**src/rtl/plru_pkg.sv**
```systemverilog
// Shared types and tree pseudo-LRU helpers for the per-set replacement-state memory.
// Helpers work on max-width vectors with the real way count passed as an argument.
package plru_pkg;

   localparam int MAX_WAYS = 64;
   localparam int MAX_LVL  = 6;

   typedef enum logic {CLEAR, RUN} clr_state_t;

   typedef logic [MAX_WAYS-2:0] tree_t;
   typedef logic [MAX_WAYS-1:0] vec_t;
   typedef logic [MAX_LVL-1:0]  way_t;

   typedef struct packed {
      logic found;
      way_t way;
   } inv_t;

   function automatic int tree_levels(int nw);
      int lv = 0;
      for (int l = 0; l < MAX_LVL; l++)
         if ((1 << l) < nw) lv++;
      return lv;
   endfunction

   // Follow node bits from the root; each bit picked becomes the next way bit, MSB first.
   function automatic way_t plru_victim(tree_t bits, int nw);
      way_t       w    = '0;
      logic [5:0] node = '0;
      for (int l = 0; l < MAX_LVL; l++) begin
         if (l < tree_levels(nw)) begin
            w    = {w[MAX_LVL-2:0], bits[node]};
            node = {node[4:0], 1'b0} + (bits[node] ? 6'd2 : 6'd1);
         end
      end
      return w;
   endfunction

   function automatic tree_t plru_update(tree_t bits, way_t way, int nw);
      tree_t      t    = bits;
      way_t       wa   = way << (MAX_LVL - tree_levels(nw));
      logic [5:0] node = '0;
      logic       b;
      for (int l = 0; l < MAX_LVL; l++) begin
         if (l < tree_levels(nw)) begin
            b       = wa[MAX_LVL-1];
            t[node] = ~b;
            node    = {node[4:0], 1'b0} + (b ? 6'd2 : 6'd1);
            wa      = wa << 1;
         end
      end
      return t;
   endfunction

   // Scans high to low so the lowest invalid way wins.
   function automatic inv_t first_invalid(vec_t v, int nw);
      inv_t r = '0;
      for (int i = MAX_WAYS - 1; i >= 0; i--) begin
         if (i < nw && !v[i[5:0]]) begin
            r.found = 1'b1;
            r.way   = i[MAX_LVL-1:0];
         end
      end
      return r;
   endfunction

endpackage

```
**src/rtl/plru_mem_clear_ctrl.sv**
```systemverilog
// Post-reset clear walk: zeroes one set per cycle, then raises ready until the next reset.
module plru_clear_ctrl
   import plru_pkg::*;
#(
   parameter int NUM_SETS = 32,
   parameter int IDX_W    = $clog2(NUM_SETS)
) (
   input  logic             clk,
   input  logic             rst,
   output logic             clr_en,
   output logic [IDX_W-1:0] clr_idx,
   output logic             ready
);

   clr_state_t       state, state_nxt;
   logic [IDX_W-1:0] cnt, cnt_nxt;

   always_ff @(posedge clk) begin
      if (rst) begin
         state <= CLEAR;
         cnt   <= '0;
      end else begin
         state <= state_nxt;
         cnt   <= cnt_nxt;
      end
   end

   always_comb begin
      state_nxt = state;
      cnt_nxt   = cnt;
      clr_en    = 1'b0;
      case (state)
         CLEAR: begin
            clr_en  = 1'b1;
            cnt_nxt = cnt + 1'b1;
            if (cnt == IDX_W'(NUM_SETS - 1)) state_nxt = RUN;
         end
         default: ;
      endcase
   end

   assign clr_idx = cnt;
   assign ready   = (state == RUN);

endmodule

```
**src/rtl/plru_mem.sv**
```systemverilog
// Per-set tree-PLRU state for an N-way cache: combinational victim pick (invalid ways first)
// and path update on completed accesses. NUM_WAYS is limited to MAX_WAYS.
module plru_mem
   import plru_pkg::*;
#(
   parameter int NUM_SETS = 32,
   parameter int NUM_WAYS = 4,
   parameter int IDX_W    = $clog2(NUM_SETS),
   parameter int WAY_W    = $clog2(NUM_WAYS)
) (
   input  logic                clk,
   input  logic                rst,
   input  logic [IDX_W-1:0]    rd_idx,
   input  logic [NUM_WAYS-1:0] valid_vec,
   output logic [WAY_W-1:0]    victim_way,
   output logic                victim_inv,
   input  logic                upd_en,
   input  logic [IDX_W-1:0]    upd_idx,
   input  logic [WAY_W-1:0]    upd_way,
   output logic                ready
);

   localparam int TREE_W = NUM_WAYS - 1;

   logic [TREE_W-1:0] mem [NUM_SETS];
   logic              clr_en;
   logic [IDX_W-1:0]  clr_idx;
   inv_t              fi;

   plru_clear_ctrl #(.NUM_SETS(NUM_SETS), .IDX_W(IDX_W)) u_clr (
      .clk     (clk),
      .rst     (rst),
      .clr_en  (clr_en),
      .clr_idx (clr_idx),
      .ready   (ready)
   );

   // clr_en and ready are mutually exclusive, so updates never race the walk.
   always_ff @(posedge clk) begin
      if (clr_en)
         mem[clr_idx] <= '0;
      else if (ready && upd_en)
         mem[upd_idx] <= TREE_W'(plru_update(tree_t'(mem[upd_idx]), way_t'(upd_way), NUM_WAYS));
   end

   // Reads the stored bits directly: a same-cycle update to rd_idx shows up next cycle.
   always_comb begin
      fi         = first_invalid(vec_t'(valid_vec), NUM_WAYS);
      victim_way = '0;
      victim_inv = 1'b0;
      if (ready) begin
         if (fi.found) begin
            victim_way = WAY_W'(fi.way);
            victim_inv = 1'b1;
         end else begin
            victim_way = WAY_W'(plru_victim(tree_t'(mem[rd_idx]), NUM_WAYS));
         end
      end
   end

endmodule

```
**config.mk**
```make
export PLATFORM = sky130hd
export DESIGN_NAME = plru_mem
export DESIGN_NICKNAME = d
export VERILOG_FILES = /design/src/rtl/plru_pkg.sv /design/src/rtl/plru_mem_clear_ctrl.sv /design/src/rtl/plru_mem.sv
export SDC_FILE = /design/constraint.sdc
export NUM_CORES = 1
export LEC_CHECK = 0
export ABC_AREA = 1
export BUFFER_PORTS_ARGS = -buffer_cell sky130_fd_sc_hd__buf_2
export CAP_MARGIN = 20
export CORE_MARGIN = 2
export CORE_UTILIZATION = 47
export CTS_BUF_LIST = sky130_fd_sc_hd__clkbuf_4 sky130_fd_sc_hd__clkbuf_8 sky130_fd_sc_hd__clkbuf_16
export DETAILED_ROUTE_END_ITERATION = 10
export PLACE_DENSITY = 0.69
export SYNTH_ARGS = -nofsm -noshare
export SYNTH_HDL_FRONTEND = slang
export SYNTH_SLANG_ARGS = --single-unit
export TNS_END_PERCENT = 30
```
**constraint.sdc**
```tcl
create_clock -name clk -period 3.1 [get_ports clk]
set_input_delay 0 -clock clk [delete_from_list [all_inputs] [get_ports clk]]
set_output_delay 0 -clock clk [all_outputs]
set_load 0.05 [all_outputs]
```
Yosys cells after proc, flatten, opt, wreduce, memory -nomap -nowiden
Memories as Yosys holds them, arrays and structs flattened.
Index checks and enable logic that the tools add are counted.
{"block": "op_classes", "n_addsub": 12, "magnitude_cmp": 27, "n_eq_ne": 1, "shifts": 1, "mux": 129, "bitwise": 6, "reduce_logical": 7}
{"operator": "$mux W63", "n": 12}
{"operator": "$bwmux W63", "n": 5}
{"operator": "$mux W6", "n": 43}
{"operator": "$mux W32", "n": 8}
{"operator": "$lt A3 B32 Y1 const A", "n": 4}
{"operator": "$lt A4 B32 Y1 const A", "n": 4}
{"operator": "$lt A6 B7 Y1 const B", "n": 10}
{"operator": "$add A32 B2 Y32 const B", "n": 2}
{"operator": "$lt A1 B32 Y1 const A", "n": 2}
{"operator": "$lt A2 B32 Y1 const A", "n": 2}
{"operator": "$add A6 B2 Y6", "n": 8}
{"operator": "$mux W2", "n": 19}
{"operator": "$shl A2 B32 Y6", "n": 1}
{"operator": "$sub A4 B32 Y32 const A", "n": 1}
{"operator": "$bmux W1 S6", "n": 5}
{"operator": "$demux W1 S6", "n": 5}
{"operator": "$ge A6 B1 Y1 const B", "n": 5}
{"operator": "$mux W7", "n": 4}
{"operator": "$mux W1", "n": 23}
{"operator": "$mux W3", "n": 4}
{"operator": "$logic_and A1 B1 Y1", "n": 6}
{"operator": "$not A1 Y1", "n": 6}
{"operator": "$add A5 B1 Y5 const B", "n": 1}
{"operator": "$eq A5 B5 Y1 const B", "n": 1}
{"operator": "other kinds (2)", "n": 2}
{"block": "totals", "reg_bits": 6, "ram_bits": 96, "in_bits": 19, "word_cells": 186, "n_memories": 1}
{"name": "mem", "words": 32, "word_bits": 3, "read_ports": 2, "rd_clocked_by_memory_dff": 0, "write_ports": 1, "line_no": "plru_mem.sv:25", "rtl": "logic [TREE_W-1:0] mem [NUM_SETS];"}

Logic depth before layout (Yosys ltp)
Gate-level depths: netlist of run 1.
{"block": "logic_depth", "depth_word": 46, "mapped_depth": 14}

Hierarchy
A second synthesis of run 1 with hierarchy kept.
{"block": "unflattened", "cells_unflattened": 575, "hier_area_um2": 5133.7}
{"module": "plru_mem", "n_inst": 1, "cells_each": 542, "area_per_inst_um2": 4875.9, "seq_area_each_um2": 2882.8}
{"module": "plru_clear_ctrl", "n_inst": 1, "cells_each": 33, "area_per_inst_um2": 257.7, "seq_area_each_um2": 120.1}

Worst setup path before layout of run 1
Ideal clock, no wire load.
{"block": "synth_path", "kind": "reg2reg", "startpoint": "register u_clr.state (netlist: u_clr.ready)", "endpoint": "memory mem[0][2] in the netlist's numbering (data pin)", "t_arrival_ns": 2.596, "slack_ns": 0.142, "stages_incl_launch_ff": 6, "n_path_buf": 1, "path_cell_list": "dfxtp_1 -> buf_2 -> nand2_2 -> nor2_1 -> nand3_1 -> o21ai_1"}
{"block": "synth_between", "elab_chain_cells": 6}
{"item": "from (decl)", "line_no": "plru_mem_clear_ctrl.sv:15", "rtl": "clr_state_t state, state_nxt;"}
{"item": "from (signal assigned)", "line_no": "plru_mem_clear_ctrl.sv:23", "rtl": "state <= state_nxt;"}
{"item": "$logic_and A1 B1 Y1", "line_no": "plru_mem.sv:42", "rtl": "else if (ready && upd_en)"}
{"item": "$mux W1", "line_no": "plru_mem.sv:42"}
{"item": "$mux W1 *", "line_no": "plru_mem.sv:40", "rtl": "if (clr_en)"}
{"item": "$mux W1 (not written as such) *", "line_no": "plru_mem.sv:43", "rtl": "mem[upd_idx] <= TREE_W'(plru_update(tree_t'(mem[upd_idx]), way_t'(upd_way), NUM_WAYS));"}
{"item": "$reduce_or A3 Y1 (no source line) *"}
{"item": "$mux W3 (no source line) *"}
{"item": "to (decl)", "line_no": "plru_mem.sv:25"}
Every way passes the cells marked *; elsewhere a longest branch is shown, timed or not.

Worst setup path in the final report of run 1
{"block": "layout_path", "startpoint": "register u_clr.state (netlist: u_clr.ready)", "endpoint": "memory mem[4][2] in the netlist's numbering (enable)"}
{"block": "layout_between", "elab_chain_cells": 6, "elab_cells_between_ends": 8}
{"item": "$logic_and A1 B1 Y1", "line_no": "plru_mem.sv:42"}
{"item": "$mux W1", "line_no": "plru_mem.sv:42"}
{"item": "$mux W1", "line_no": "plru_mem.sv:40"}
{"item": "$mux W1 (not written as such)", "line_no": "plru_mem.sv:43"}
{"item": "$reduce_or A3 Y1 (no source line)"}
{"item": "$mux W5 (no source line) / $mux W1 (equally long branches)"}
Parallel ways exist; a longest one is shown, timed or not.

==> results of run 1 <==
## per-stage QoR
step	instances	area (um^2)
after floorplan	576	5127
after global placement	714	5268
after detailed placement	715	5283
after global routing	732	5480
after CTS	732	5480
final	732	5480
## state kept, by name (all words and copies together), names as in the netlist
name           flops
u_clr.ready        1
mem               96
u_clr.clr_idx      5
## worst register-to-register path, stage by stage (launching register included)
cell and delay, ns:
dfxtp_1 0.48, nand2_2 0.19, o21ai_0 0.41, nand3_1 0.50, nor2_1 0.49
## how the worst max path moves through the flow
| stage | startpoint | endpoint | slack, ns |
|---|---|---|---|
| 2_1_floorplan | u_clr.ready | mem[0][2] | 0.14 |
| 3_3_place_gp | u_clr.ready | mem[18][2] | 0.87 |
| 3_5_place_dp | upd_idx[1] | mem[21][1] | 0.72 |
| 4_1_cts | u_clr.ready | mem[4][0] | 0.76 |
| 5_1_grt | u_clr.ready | mem[4][0] | 0.57 |
| 6_report | u_clr.ready | mem[4][2] | 0.69 |
## final cells by class
class	instances	share of cell area, %
repair buffers	28	3.014
multi-input cells	407	32.81
clock buffers	9	2.260
clock inverters	7	1.164
well taps	140	3.196
inverters	39	2.763
flip-flops and latches	102	54.79
## layer usage
metal	wire length [um]	GRT usage (%)	part of all wire [%]	vias to the layer above
met1	5553	31.37	42	1958
met3	1000	3.677	7.6	35
li1	-	-	-	1972
met5	0	0	0	-
met2	6315	38.79	48	194
met4	374	9.432	2.8	0
## logic make-up after synthesis
group / Yosys count / share of synthesized area, %
DFF: 102 / 58.57
adders and majority gates: 2 / 0.4880
AOI/OAI and AO/OA: 90 / 9.517
and+or+nand+nor: 314 / 24.77
xor gates and xnor gates: 1 / 0.1708
buffers and inverters: 67 / 6.491
## cell usage after synthesis (2+ instances only)
cell / count / share of area [%]
buf_4: 5 / 0.73
o21ai_0: 45 / 4.4
buf_2: 10 / 0.98
buf_6: 6 / 1.3
dfxtp_1: 6 / 2.3
nand2_1: 157 / 11
o21ai_1: 10 / 0.98
nand3_1: 61 / 6.0
nor2_1: 89 / 6.5
clkbuf_1: 6 / 0.44
o22ai_1: 12 / 1.5
ha_1: 2 / 0.49
nor3_1: 4 / 0.39
a211oi_1: 2 / 0.29
o211ai_1: 7 / 1.0
a21oi_1: 14 / 1.4
inv_1: 36 / 2.6
inv_2: 2 / 0.15
edfxtp_1: 96 / 56
## cell usage in the layout, fill, tap and decap left out
| master | instances |
|---|---|
| inv_6 | 2 |
| a211oi_1 | 2 |
| clkinvlp_4 | 1 |
| nand2_2 | 1 |
| clkbuf_8 | 9 |
| o21ai_1 | 9 |
| inv_1 | 36 |
| o22ai_1 | 12 |
| ha_1 | 2 |
| clkinv_1 | 2 |
| buf_2 | 22 |
| nor2_2 | 1 |
| bufinv_16 | 1 |
| buf_4 | 4 |
| o211ai_1 | 7 |
| inv_2 | 2 |
| dlygate4sd3_1 | 1 |
| o21ai_2 | 1 |
| buf_8 | 1 |
| nand3_1 | 61 |
| edfxtp_1 | 96 |
| nand2_1 | 157 |
| nor2_1 | 88 |
| nor3b_1 | 1 |
| clkinv_2 | 2 |
| nor3_1 | 4 |
| xor2_1 | 1 |
| nand3b_1 | 1 |
| dfxtp_1 | 6 |
| o21ai_0 | 45 |
| a21oi_1 | 14 |
## repair_timing
| action | CTS | global route |
|---|---|---|
| buffers inserted | 0 | 0 |
| hold buffers | 1 | 0 |
| endpoints found under the hold margin | 6 | 0 |
| endpoints found under the setup margin | 0 | 0 |
## power groups by stage
stage / combinational, mW / sequential [mW] / clock [mW]
after global routing: 0.288 / 1.51 / 0.882
after global placement: 0.249 / 1.54 / 0
final: 0.261 / 1.51 / 0.820
after CTS: 0.256 / 1.51 / 0.826
after floorplan: 0.184 / 1.54 / 0
after detailed placement: 0.253 / 1.54 / 0
==> metrics.txt, run 1 <==
pwr dens 472.4 mW/mm^2; I/O pins 23; peak supply drop 0.1985 mV; Setup CP Type reg2reg; register area 0.003003 mm^2; clock slew at reported path FFs 0.10 ns; critical path's top delay family simple AND/OR/NAND/NOR gates; maxcap violations 0; initial antenna violation count 0; CP bufs+invs 0; Seq cells post-synth 102; grt total ovfl 0; status finished clean; final setup vio count 0; Levels on crit path 4; internal power 1.943 mW; r2r startpoint u_clr.ready; ANT nets after route 0; Slew Viols, Final 0; GR Util All Layers 23.59%; cts repair resizes 0; Max Clock Freq 0.4153 GHz; Clock Latency Late Sink 0.36 ns; drt total wl 13.24 mm; Worst Tran Pin Value 0.9971 ns; vias in the first global route 3,928; htree depth 3; synth unique cells 25; crit end category register; global-route wire length before repair 20.64 mm; required arrival time at the worst endpoint 3.13 ns; via/cell ratio 5.682; Power Total 2.589 mW; Arrival @ worst endpoint 2.44 ns; P&R area growth vs syn 6.881%; power share of the clock group 31.7%; Initial Util 47.72%; multi-input logic area 0.001798 mm^2; Antenna Cells 0; Final Hold Vio Count 0; Hold Slack 0.2063 ns; Slew headroom 33.37%; die width 108.5 um; hold endpoint mem[11][2]; RSZ-0062 raised after global routing false; DRC Markers 0; drt wl/cell 18.09 um; Comb pwr share 10.1%; period utilization 77.67%; Avg Synthesized Cell Area 8.902 um^2; PortBufs 22; ys flop type edfxtp_1; register share of total power 58.3%; crit path time final 2.408 ns; vias 4,159; net switching power of the design 0.6464 mW; CTS buffer count 9; detailed placement HPWL 8.817 mm; nets@finish 608; die area 0.01176 mm^2; r2r setup slk 0.69 ns; Fill cells 984; Switching Share 24.97%; Post-Syn Area 0.005127 mm^2; Iter 0 DRT Violations 442; Hold Path Class in2reg; worst hold start upd_way[0]; number of flops mapped to enable cells by yosys 96; CTS max path bufs 2; layout cells sized above 1 7.939%; Clock Skew 0.009296 ns; critical path startpoint category register; Util after Layout 51.00%; Post-Syn Instances 576; Root Buffer clkbuf_8; clock sinks 102; core region area 0.01075 mm^2; Syn Nets 597; pre-CTS setup slack 0.7157 ns; FP Rows 38; Final GP Congestion 0.9538; largest net degree at the start of global routing 47; CP max FO 10; die extent in y 108.5 um; setup ws final 0.6922 ns; drt pass-1 iters 5; worst r2r path cells 4; Leak 2.180 nW; worst hold stages 2; setup TNS 0 ns; Crit Reg-Reg Endpoint mem[4][2]; sequential share of the synthesized area 58.57%; CP max stage delay 0.50 ns; critical path, cell by cell nand2_2 -> o21ai_0 -> nand3_1 -> nor2_1; Async SR Flop Fraction 0%; Synth Warn # 0; TritonCTS clock tree done; CP max stage cell nand3_1
Power figures use the tool's default switching activity.
==> inputs of run 2 (changes only) <==
Settings changed: PLACE_DENSITY 0.69 to 0.71.
Clock period 3.1 ns to 2.2 ns, I/O delays scaled along.
==> metrics.txt, run 2 (synthesis results as in run 1) <==
final setup vio count 0 (unchanged); layout cells sized above 1 9.182% (+1.2 points); grt total ovfl 0 (unchanged); Hold Path Class in2reg; most flop-heavy register mem; RSZ-0062 raised after global routing false; period utilization 88.74%; hold endpoint mem[28][0]; drt pass-1 iters 5 (unchanged); via/cell ratio 5.713 (+0.55%); initial antenna violation count 0 (unchanged); Root Buffer clkbuf_8; Slew Viols, Final 0 (unchanged); r2r startpoint u_clr.ready; die extent in y 108.5 um (unchanged); Post-CTS Setup Repair Bufs 0 (unchanged); nets@finish 616 (+1.3%); status finished clean; CP max FO 3 (-7); DRC Markers 0 (unchanged); crit path time final 1.952 ns; htree depth 3 (unchanged); Leak 2.222 nW (+1.9%); DP Cell Count 723 (+1.1%); Clock Latency Late Sink 0.38 ns (+0.02 ns); Clock Skew 0.01242 ns (+0.003123 ns); pwr dens 661.7 mW/mm^2 (+40%); peak supply drop 0.3739 mV (+88%); I/O pins 23 (unchanged); r2r setup slk 0.27 ns (-0.42 ns); most frequent cells in the layout nand2_1 (157), edfxtp_1 (96), nor2_1 (88); Iter 0 DRT Violations 470 (+6.3%); vias in the first global route 4,109 (+4.6%); Setup crit start mem[24][0]; global-route wire length before repair 21.73 mm (+5.3%); GR Util All Layers 25.10% (+1.5 points); Hold Slack 0.04064 ns (-0.1656 ns); multi-input logic area 0.001803 mm^2 (+0.28%); Slew headroom 62.31% (+29 points); die area 0.01176 mm^2 (unchanged); hold_buf cts 1 (unchanged); Setup CP Type reg2out; worst hold start upd_way[1]; die width 108.5 um (unchanged); TritonCTS clock tree done; core region area 0.01075 mm^2 (unchanged); P&R area growth vs syn 8.150%; vias 4,222 (+1.5%); detailed placement HPWL 9.171 mm (+4.0%); Worst Tran Pin Value 0.5648 ns (-0.4323 ns); drt total wl 13.86 mm (+4.7%); clock sinks 102 (unchanged); maxcap violations 0 (unchanged); Arrival @ worst endpoint 1.95 ns (-0.49 ns); non-filler instance count after layout 739 (+0.96%); cts repair resizes 0 (unchanged); required arrival time at the worst endpoint 2.20 ns (-0.93 ns); drt wl/cell 18.76 um (+3.7%); worst hold stages 2 (unchanged); max reg flops 96 (unchanged); critical path startpoint category register; most common cell after layout, fill and taps aside nand2_1; Fill cells 1,022 (+3.9%); largest net degree at the start of global routing 47 (unchanged); CTS max path bufs 2 (unchanged); crit end category output port; Crit Reg-Reg Endpoint mem[5][0]; Final GP Congestion 0.8801 (-7.7%); setup TNS 0 ns (unchanged); clock slew at reported path FFs 0.08 ns (-0.02 ns); Max Clock Freq 0.5122 GHz; ANT nets after route 0 (unchanged); Util after Layout 51.61% (+0.61 points); register area 0.003003 mm^2 (unchanged); CTS buffer count 9 (unchanged); PortBufs 22 (unchanged); Initial Util 47.72% (unchanged); FP Rows 38 (unchanged); Antenna Cells 0 (unchanged); worst r2r path cells 7 (+3); Final Hold Vio Count 0 (unchanged)
## run 2: cell types whose count changed in the layout (fill, tap and decap cells not counted)
cell and change:
clkinv_1 -1, buf_4 +8, buf_8 -1, nor2_4 +1, nor2_2 -1, clkbuf_4 +1, inv_6 -1, buf_12 +1
## run 2: critical path: stages (launching register included)
cell	delay, ns
edfxtp_1	0.37
nand2_1	0.08
nand3_1	0.07
nand3_1	0.12
nand2_1	0.09
nand2_1	0.11
nand2_1	0.10
inv_1	0.06
nand2_1	0.05
nand3_1	0.07
nand3_1	0.06
a21oi_1	0.12
buf_2	0.27
## run 2: stage by stage
| stage | total power [mW] | area (um^2) | setup WS (ns) |
|---|---|---|---|
| final | 3.669 | 5545 | 0.2478 |
| after global routing | 3.807 | 5545 | 0.08822 |
| after CTS | 3.668 | 5545 | 0.2640 |
| after detailed placement | 2.553 | 5353 | 0.2158 |
| after global placement | 2.544 | 5353 | 0.2238 |
| after floorplan | 2.424 | 5139 | 0.01277 |
## run 2: how the worst max path moves through the flow
| stage | slack, ns | endpoint | depth (start not counted) |
|---|---|---|---|
| 4_1_cts | 0.26 | victim_way[0] | 12 |
| 2_1_floorplan | 0.01 | victim_way[1] | 3 |
| 6_report | 0.25 | victim_way[0] | 12 |
| 3_5_place_dp | 0.22 | mem[0][2] | 11 |
| 5_1_grt | 0.09 | victim_way[0] | 12 |
| 3_3_place_gp | 0.22 | mem[0][2] | 11 |
## run 2: layout make-up
class                   count  area share (%)
repair buffers             36           4.152
flip-flops and latches    102           54.15
clock inverters             5          0.9251
clock buffers              10           2.369
multi-input cells         407           32.51
inverters                  39           2.730
well taps                 140           3.159
## run 2: per-layer routing
metal	track usage, %	wire (um)
met5	0	0
met4	10.35	309
met3	5.485	1413
met2	40.71	6541
met1	32.70	5599
## run 2: where the power goes
group          switching (mW)  internal, mW  leakage, nW
logic                   0.279         0.116         1.15
clock network           0.626         0.525       0.0930
registers              0.0100          2.11        0.975
